[src/rtl/hyper_fabric_pkg.sv]
// Shared widths and state encoding for the LSAB-to-DRAM block mover.
package hyper_fabric_pkg;

  localparam int DW   = 32;  // data word width
  localparam int COLW = 12;  // column / byte offset within a DRAM page
  localparam int CNTW = 6;   // block word count (max 63 words per command)

  typedef enum logic [1:0] {
    ST_IDLE   = 2'd0,
    ST_RUN    = 2'd1,
    ST_FINISH = 2'd2
  } mv_state_e;

endpackage

[src/rtl/hyper_skid2.sv]
// Two-entry holding FIFO between the LSAB pop pipeline and the MCU write port.
// A push while full is accepted only when a pop happens in the same cycle.
module hyper_skid2 #(
  parameter int DW = 32
) (
  input  logic          CLK,
  input  logic          RST,
  input  logic          push,
  input  logic [DW-1:0] din,
  input  logic          pop,
  output logic [DW-1:0] dout,
  output logic [1:0]    count
);

  logic [DW-1:0] r_mem [2];
  logic          r_rd;
  logic          r_wr;
  logic [1:0]    r_count;
  logic          w_pop;
  logic          w_push;

  assign w_pop  = pop && (r_count != 2'd0);
  assign w_push = push && ((r_count != 2'd2) || w_pop);

  // Storage, pointers and occupancy; reset discards any held words.
  always_ff @(posedge CLK) begin
    if (!RST) begin
      r_mem[0] <= '0;
      r_mem[1] <= '0;
      r_rd     <= 1'b0;
      r_wr     <= 1'b0;
      r_count  <= 2'd0;
    end else begin
      if (w_push) begin
        r_mem[r_wr] <= din;
        r_wr        <= ~r_wr;
      end
      if (w_pop) begin
        r_rd <= ~r_rd;
      end
      case ({w_push, w_pop})
        2'b10:   r_count <= r_count + 2'd1;
        2'b01:   r_count <= r_count - 2'd1;
        default: r_count <= r_count;
      endcase
    end
  end

  assign dout  = r_mem[r_rd];
  assign count = r_count;

endmodule

[src/rtl/hyper_mvblck_lsab2dram.sv]
// Block mover: pops up to COUNT_REQ words from one LSAB section and writes
// them to consecutive DRAM columns, stopping early if the section runs dry.
//
//   state     | meaning
//   ----------+-----------------------------------------------------------
//   ST_IDLE   | waiting for ISSUE; COUNT_SENT holds last command's result
//   ST_RUN    | popping LSAB into the holding FIFO, draining it to the MCU
//   ST_FINISH | WORKING low for one cycle before accepting a new command
module hyper_mvblck_lsab2dram
  import hyper_fabric_pkg::*;
(
  input  logic            CLK,
  input  logic            RST,
  input  logic            ISSUE,
  input  logic [COLW-1:0] START,
  input  logic [CNTW-1:0] COUNT_REQ,
  input  logic [1:0]      SECTION,
  output logic [CNTW-1:0] COUNT_SENT,
  output logic            WORKING,
  output logic [1:0]      LSAB_SECTION,
  output logic            LSAB_READ,
  input  logic            LSAB_EMPTY,
  input  logic [DW-1:0]   LSAB_DATA,
  output logic            MCU_VALID,
  input  logic            MCU_READY,
  output logic [COLW-1:0] MCU_COL,
  output logic [DW-1:0]   MCU_WDATA
);

  mv_state_e       r_state;
  logic [COLW-1:0] r_start;
  logic [CNTW-1:0] r_count_req;
  logic [CNTW-1:0] r_req;
  logic [CNTW-1:0] r_sent;
  logic [CNTW-1:0] r_count_sent;
  logic [1:0]      r_section;
  logic            r_working;
  logic            r_inflight;

  logic [1:0]      w_count;
  logic [DW-1:0]   w_head;
  logic            w_valid;
  logic            w_pop;
  logic [2:0]      w_occ;
  logic            w_read;
  logic            w_done;

  assign w_valid = (w_count != 2'd0);
  assign w_pop   = w_valid && MCU_READY;

  // Slots the FIFO will have committed once the in-flight word lands and this
  // cycle's pop retires. Counting the pop keeps reads flowing at one word per
  // cycle with a ready MCU; a new read's word lands next cycle, where the FIFO
  // accepts push-with-pop even when full.
  assign w_occ  = {1'b0, w_count} + {2'b00, r_inflight} - {2'b00, w_pop};

  assign w_read = (r_state == ST_RUN) && (r_req < r_count_req) &&
                  !LSAB_EMPTY && (w_occ < 3'd2);

  // Done when every requested word is written, or when the section is dry and
  // nothing remains in the read pipeline or the FIFO.
  assign w_done = (r_sent == r_count_req) ||
                  ((r_req < r_count_req) && LSAB_EMPTY && !r_inflight && !w_valid);

  hyper_skid2 #(
    .DW (DW)
  ) u_skid (
    .CLK   (CLK),
    .RST   (RST),
    .push  (r_inflight),
    .din   (LSAB_DATA),
    .pop   (w_pop),
    .dout  (w_head),
    .count (w_count)
  );

  // Command FSM with latched parameters and the requested/sent counters.
  always_ff @(posedge CLK) begin
    if (!RST) begin
      r_state      <= ST_IDLE;
      r_start      <= '0;
      r_count_req  <= '0;
      r_section    <= 2'd0;
      r_req        <= '0;
      r_sent       <= '0;
      r_count_sent <= '0;
      r_working    <= 1'b0;
    end else begin
      case (r_state)
        ST_IDLE: begin
          if (ISSUE) begin
            r_start      <= START;
            r_count_req  <= COUNT_REQ;
            r_section    <= SECTION;
            r_req        <= '0;
            r_sent       <= '0;
            r_count_sent <= '0;
            r_working    <= 1'b1;
            r_state      <= ST_RUN;
          end
        end
        ST_RUN: begin
          if (w_read) begin
            r_req <= r_req + CNTW'(1);
          end
          if (w_pop) begin
            r_sent       <= r_sent + CNTW'(1);
            r_count_sent <= r_count_sent + CNTW'(1);
          end
          if (w_done) begin
            r_working <= 1'b0;
            r_state   <= ST_FINISH;
          end
        end
        ST_FINISH: begin
          r_state <= ST_IDLE;
        end
        default: begin
          r_state <= ST_IDLE;
        end
      endcase
    end
  end

  // Tracks the LSAB one-cycle read latency; the returning word is pushed.
  always_ff @(posedge CLK) begin
    if (!RST) begin
      r_inflight <= 1'b0;
    end else begin
      r_inflight <= w_read;
    end
  end

  assign COUNT_SENT   = r_count_sent;
  assign WORKING      = r_working;
  assign LSAB_SECTION = r_section;
  assign LSAB_READ    = w_read;
  assign MCU_VALID    = w_valid;
  assign MCU_COL      = r_start + COLW'(r_sent);
  assign MCU_WDATA    = w_head;

endmodule

[config.mk]
export PLATFORM = sky130hd
export DESIGN_NAME = hyper_mvblck_lsab2dram
export DESIGN_NICKNAME = d
export VERILOG_FILES = /design/src/rtl/hyper_fabric_pkg.sv /design/src/rtl/hyper_skid2.sv /design/src/rtl/hyper_mvblck_lsab2dram.sv
export SDC_FILE = /design/constraint.sdc
export NUM_CORES = 1
export LEC_CHECK = 0
export CAP_MARGIN = 10
export CORE_UTILIZATION = 38
export CTS_CLUSTER_DIAMETER = 30
export CTS_CLUSTER_SIZE = 25
export DETAILED_ROUTE_END_ITERATION = 7
export DONT_BUFFER_PORTS = 1
export PLACE_DENSITY_LB_ADDON = 0.15
export SETUP_SLACK_MARGIN = 0.2
export SLEW_MARGIN = 15
export SYNTH_ARGS = -nofsm -noshare
export SYNTH_HDL_FRONTEND = slang
export SYNTH_HIERARCHICAL = 1
export SYNTH_SLANG_ARGS = --single-unit
[constraint.sdc]
create_clock -name CLK -period 5.1 [get_ports CLK]
set_clock_uncertainty 0.2 [all_clocks]
set_input_delay 0.51 -clock CLK [delete_from_list [all_inputs] [get_ports CLK]]
set_output_delay 0.51 -clock CLK [all_outputs]
set_load 0.01 [all_outputs]
## Word level (Yosys, flattened, before mapping)

Memories as Yosys holds them, arrays and structs flattened. A register that Yosys moved wholly into a read port is not among the register bits.
Index checks and enable logic that the tools add are counted.

- Register bits: 46
- RAM bits: 64
- Memories: 1

Memory list:

| memory | depth | bits a word | rd ports | clocked after Yosys merged registers in | write ports | line | RTL |
|---|---|---|---|---|---|---|---|
| u_skid.r_mem | 2 | 32 | 1 | 1 | 2 | hyper_skid2.sv:15 | `logic [DW-1:0] r_mem [2];` |

- Add/sub/neg operators: 8
- Magnitude comparators: 2
- Equality and inequality tests: 9
- Mux-type cells: 23
- Bitwise operators: 2
- Reduce and logical (&&, ||, !) cells: 24

Operators with widths:

| kind | number |
|---|---|
| $pmux W6 S2 | 3 |
| $mux W32 | 1 |
| $reduce_or A32 Y1 | 1 |
| $mux W6 | 4 |
| $add A6 B1 Y6 const B | 3 |
| $add A12 B6 Y12 | 1 |
| $mux W1 | 10 |
| $logic_and A1 B1 Y1 | 9 |
| $reduce_and A3 Y1 | 3 |
| $ne A2 B2 Y1 const B | 4 |
| $pmux W2 S2 | 2 |
| $eq A6 B6 Y1 | 1 |
| $lt A6 B6 Y1 | 1 |
| $reduce_bool A2 Y1 | 3 |
| $eq A2 B1 Y1 const B | 2 |
| $mux W2 | 2 |
| $reduce_and A2 Y1 | 2 |
| $add A2 B1 Y3 | 1 |
| $logic_not A1 Y1 | 3 |
| $lt A3 B2 Y1 const B | 1 |
| $sub A3 B1 Y3 | 1 |
| $add A2 B1 Y2 const B | 1 |
| $eq A2 B2 Y1 const B | 1 |
| $logic_not A2 Y1 | 1 |
| 5 further kinds | 7 |

## Depth between registers and ports, before layout

- Depth in word-level cells: 10
- Depth in mapped cells: 10
- Depth with buffers taken out: 10

## Hierarchy

Netlist, hierarchy kept.

Modules (own cells, without submodules):

| module | times used | cells each | area an instance (sq um) |
|---|---|---|---|
| hyper_skid2 | 1 | 194 | 3025.4 |
| hyper_mvblck_lsab2dram | 1 | 278 | 2359.8 |

## Worst setup path before layout

OpenSTA, ideal clock, no wires.

- Path type: register to register
- Start point: register u_skid.r_count[1] (netlist: u_skid/count[1])
- End point: memory u_skid.r_mem[0][0] (enable)
- Library setup time: 0.466 ns
- Arrival time: 3.326 ns
- Slack: 1.108 ns
- Stages on the path, launching flop included: 6
- Clock period less this slack: 3.992 ns
- Path through: dfxtp_1 -> or2_2 -> and2_1 -> or3b_4 -> nand2_1 -> o21ai_0

RTL lines:

| what | line | RTL |
|---|---|---|
| from (decl) | hyper_skid2.sv:18 | `logic [1:0] r_count;` |
| from (signal assigned) | hyper_skid2.sv:42 | `2'b10: r_count <= r_count + 2'd1;` |
| from (signal assigned) | hyper_skid2.sv:43 | `2'b01: r_count <= r_count - 2'd1;` |
| from (signal assigned) | hyper_skid2.sv:44 | `default: r_count <= r_count;` |
| to (decl) | hyper_skid2.sv:15 |  |

## Worst setup path after layout

- Start point: register r_sent[0]
- End point: output MCU_COL[10]

- Cells in the longest elaborated chain, start to end: 1

Ends and longest elaborated chain:

| what | line | RTL |
|---|---|---|
| from (decl) | hyper_mvblck_lsab2dram.sv:34 | `logic [CNTW-1:0] r_sent;` |
| from (signal assigned) | hyper_mvblck_lsab2dram.sv:107 | `r_sent <= r_sent + CNTW'(1);` |
| $add A12 B6 Y12 | hyper_mvblck_lsab2dram.sv:139 | `assign MCU_COL = r_start + COLW'(r_sent);` |
| to (decl) | hyper_mvblck_lsab2dram.sv:26 | `output logic [COLW-1:0] MCU_COL,` |

Every way passes these cells.

==> impl_results.md <==
* Run status: finished clean
* P per Cell Area at ~320 nW/um^2
* Final Worst Setup Slack at 1.74 ns
* Setup Fix Bufs, Post-CTS at 0
* Routed wire length at 11.4 mm
* Detailed Place HPWL at slightly below 8 mm
* Via density per instance at 5.16
* Clock latency on the worst-skew pair at roughly 0.35 ns
* Final instance area at 5820 um^2
* RSZ-0062 raised after global routing: false
* CP Class: reg -> out
* Number of port buffers at 0
* GRT Util Overall at between 10% and 20%
* Total power at approximately 1.9 mW
* Nets at around 540
* Unique cell type count in the Yosys netlist at 55
* Synthesized Nets at roughly 550
* Critical Path Max Stage Delay at 0.61 ns
* Max Freq at between 0.2 and 0.3 GHz
* Crit. End Element: output port
* Vias in the first global route at between 3000 and 4000
* TritonCTS buffer count at 9
* Leak at 2.18 nW
* Setup TNS at 0 ns
* Placed cells at about 630
* Top post-synthesis cells by area: edfxtp_1 (36%), dfxtp_1 (17%), and2_1 (7.9%), mux2_2 (5.6%), nand2_1 (3.8%)
* Placed cell areas at around 5500 um^2
* Ys Warns at 6
* Hold WS at 0.0863 ns
* VDD IR-drop max at 135 uV
* First-pass GRT wire length at about 18 mm
* Synthesized area at ~5400 um^2
* CTS clk-pin slew, worst paths at ~0.08 ns
* R2R Path Start: u_skid/count[0]
* Synthesis-stage register bit count at roughly 110
* Clock tree buffer depth at 2
* Row Count at between 40 and 50
* Final setup violation count at 0
* Worst EP arrival at about 2.7 ns
* Critical path, cell by cell: ha_1 > fa_1 > a21o_1 > a21oi_2 > nor2_1 > or4b_2 > nand3_1
* Antenna-violating nets left at 0
* Die area at 14700 um^2
* WL/cell at between 15 and 20 um
* Final core occ at between 40% and 50%
* Req. time, crit path at about 4.4 ns
* Post-Synthesis Cells at 472
* Via count at about 3300
* CTS tree: done
* Hold Path Sink: u_skid/count[0]
* Resized Gates After CTS at 0
* Initial cell density of the core at 38.9%
* Reg2Reg Setup Slack at approximately 2.1 ns
* Gr ovfl total at 0
* Register area share after synthesis at 53.2%
* Yosys top cell by area: edfxtp_1
* Slew @ Worst Pin at approximately 1.1 ns
* DRC violations left at 0
* Worst r2r path cells at 5
* Max Slew Vio Count at 0
* Commonest non-fill, non-tap cells in the layout: and2_1 (68), edfxtp_1 (64), nand2_1 (54)
* P&R area growth vs syn at 8.02%
* Max-cap viol count at 0
* Hold depth at 1
* Share of layout cells above drive strength 1 at between 10% and 20%
* Avg Inst Size Synth at around 11 um^2
* Commonest non-fill, non-tap cell in the layout: and2_1
* Critical Path Start Type: register
* Relative slew slack at between 20 and 30%
* Ratio of final minimum period to clock period at about 66%
* Die H at around 120 um
* Final Hold Fails at 0
* Min Tclk post-route at roughly 3.4 ns
* Initial antenna violation count at 0
* ANT cells at 0
* Fin cells at around 650
* CTS Sinks at 111
* Die width at 121 um
* Reg2reg end: u_skid/r_mem[1][21]
* EDFF count, synth at 64
* HP Start: RST
* Post-synth top area share at roughly 36%
* CP max FO at 5
* Pre-antenna DRT Iters at 4
* Largest net degree at the start of global routing at between 40 and 50
* Dominant synthesized flop cell: edfxtp_1
* Async set or reset register ratio after synthesis at 0%
* Place WS at between 2 and 2.5 ns
* Io pins at about 110
* DRT iter0 DRCs at between 150 and 200
* Hold crit path type: in -> reg
* Root Buffer Master: clkbuf_16
* Hold Buf Count CTS at 0
* Critical-path top delay cell: or4b_2
* CORE AREA at approximately 14000 um^2
* GP Congestion at about 0.78
* H-tree level count at 3
[power by group]
group	total, mW	leakage [nW]	internal, mW	switching (mW)
clock network	0.732	0.146	0.390	0.342
logic	0.136	0.992	0.0495	0.0867
registers	1.01	1.04	0.983	0.0249
[per-layer routing]
layer | global-route usage [%] | vias to the layer above | part of all wire [%]
li1 | - | 1637 | -
met1 | 19.0 | 1602 | 43
met2 | 27.5 | 89 | 48
met3 | 5.03 | 15 | 7.3
met4 | 6.94 | 0 | 1.8
met5 | 0 | - | 0
[sequential cells by signal, indices dropped and copies added, names as in the netlist, 2 cells and up, named ones only]
name / flops
u_skid/r_mem: 64
r_start: 12
COUNT_SENT: 6
r_count_req: 6
r_req: 6
r_sent: 6
LSAB_SECTION: 2
r_state: 2
u_skid/count: 2
[critical path: cells and delay by family (launching register included)]
kind	cells	cell delay, ns
simple gates	3	0.87
compound gates	2	0.39
flops	1	0.37
fa+ha+maj	2	0.66
[kinds of logic (layout without fill, tap and decap cells)]
logic type / Yosys count / count (layout) / synth area share, %
adders and majority gates: 17 / 17 / 4.23
AOI/OAI and AO/OA: 63 / 63 / 8.27
xor gates and xnor gates: 28 / 28 / 4.55
muxes: 34 / 34 / 7.06
DFF: 111 / 111 / 53.2
buffers and inverters: 30 / 26 / 3.00
and+or+nand+nor: 189 / 189 / 19.7
[synth_stat cells, types with 4 or more instances]
| cell | number |
|---|---|
| nor3b_1 | 6 |
| ha_1 | 15 |
| nand3_1 | 10 |
| edfxtp_1 | 64 |
| mux2_1 | 5 |
| a21boi_0 | 24 |
| clkbuf_1 | 13 |
| o21ai_0 | 10 |
| inv_1 | 8 |
| a21oi_1 | 8 |
| dfxtp_1 | 47 |
| a21o_1 | 4 |
| and2_1 | 68 |
| buf_6 | 6 |
| nand2_1 | 54 |
| nor2_1 | 15 |
| nand4_1 | 7 |
| mux2_2 | 27 |
| nor2b_1 | 5 |
| xnor2_1 | 14 |
| xor2_1 | 14 |
[area by class of cell]
cell class,instances,area [um^2]
Clock buffer,10,229
Sequential cell,111,2860
Inverter,8,30.0
Clock inverter,6,80.1
Fill cell,1338,8010
Multi-Input combinational cell,331,2370
Timing Repair Buffer,2,15.0
Tap cell,180,225
[how the worst max path moves through the flow]
stage	start	end	slack, ns	cells past startpoint
after floorplan	u_skid/count[1]	u_skid/r_mem[0][0]	1.11	5
after global placement	r_sent[0]	MCU_COL[10]	2.14	7
after detailed placement	u_skid/count[0]	u_skid/r_mem[1][26]	2.11	5
after CTS	r_sent[0]	MCU_COL[10]	1.73	7
after global routing	r_sent[0]	MCU_COL[8]	1.56	7
final	r_sent[0]	MCU_COL[10]	1.74	7
Note: power is estimated with default switching activity, not from simulation.
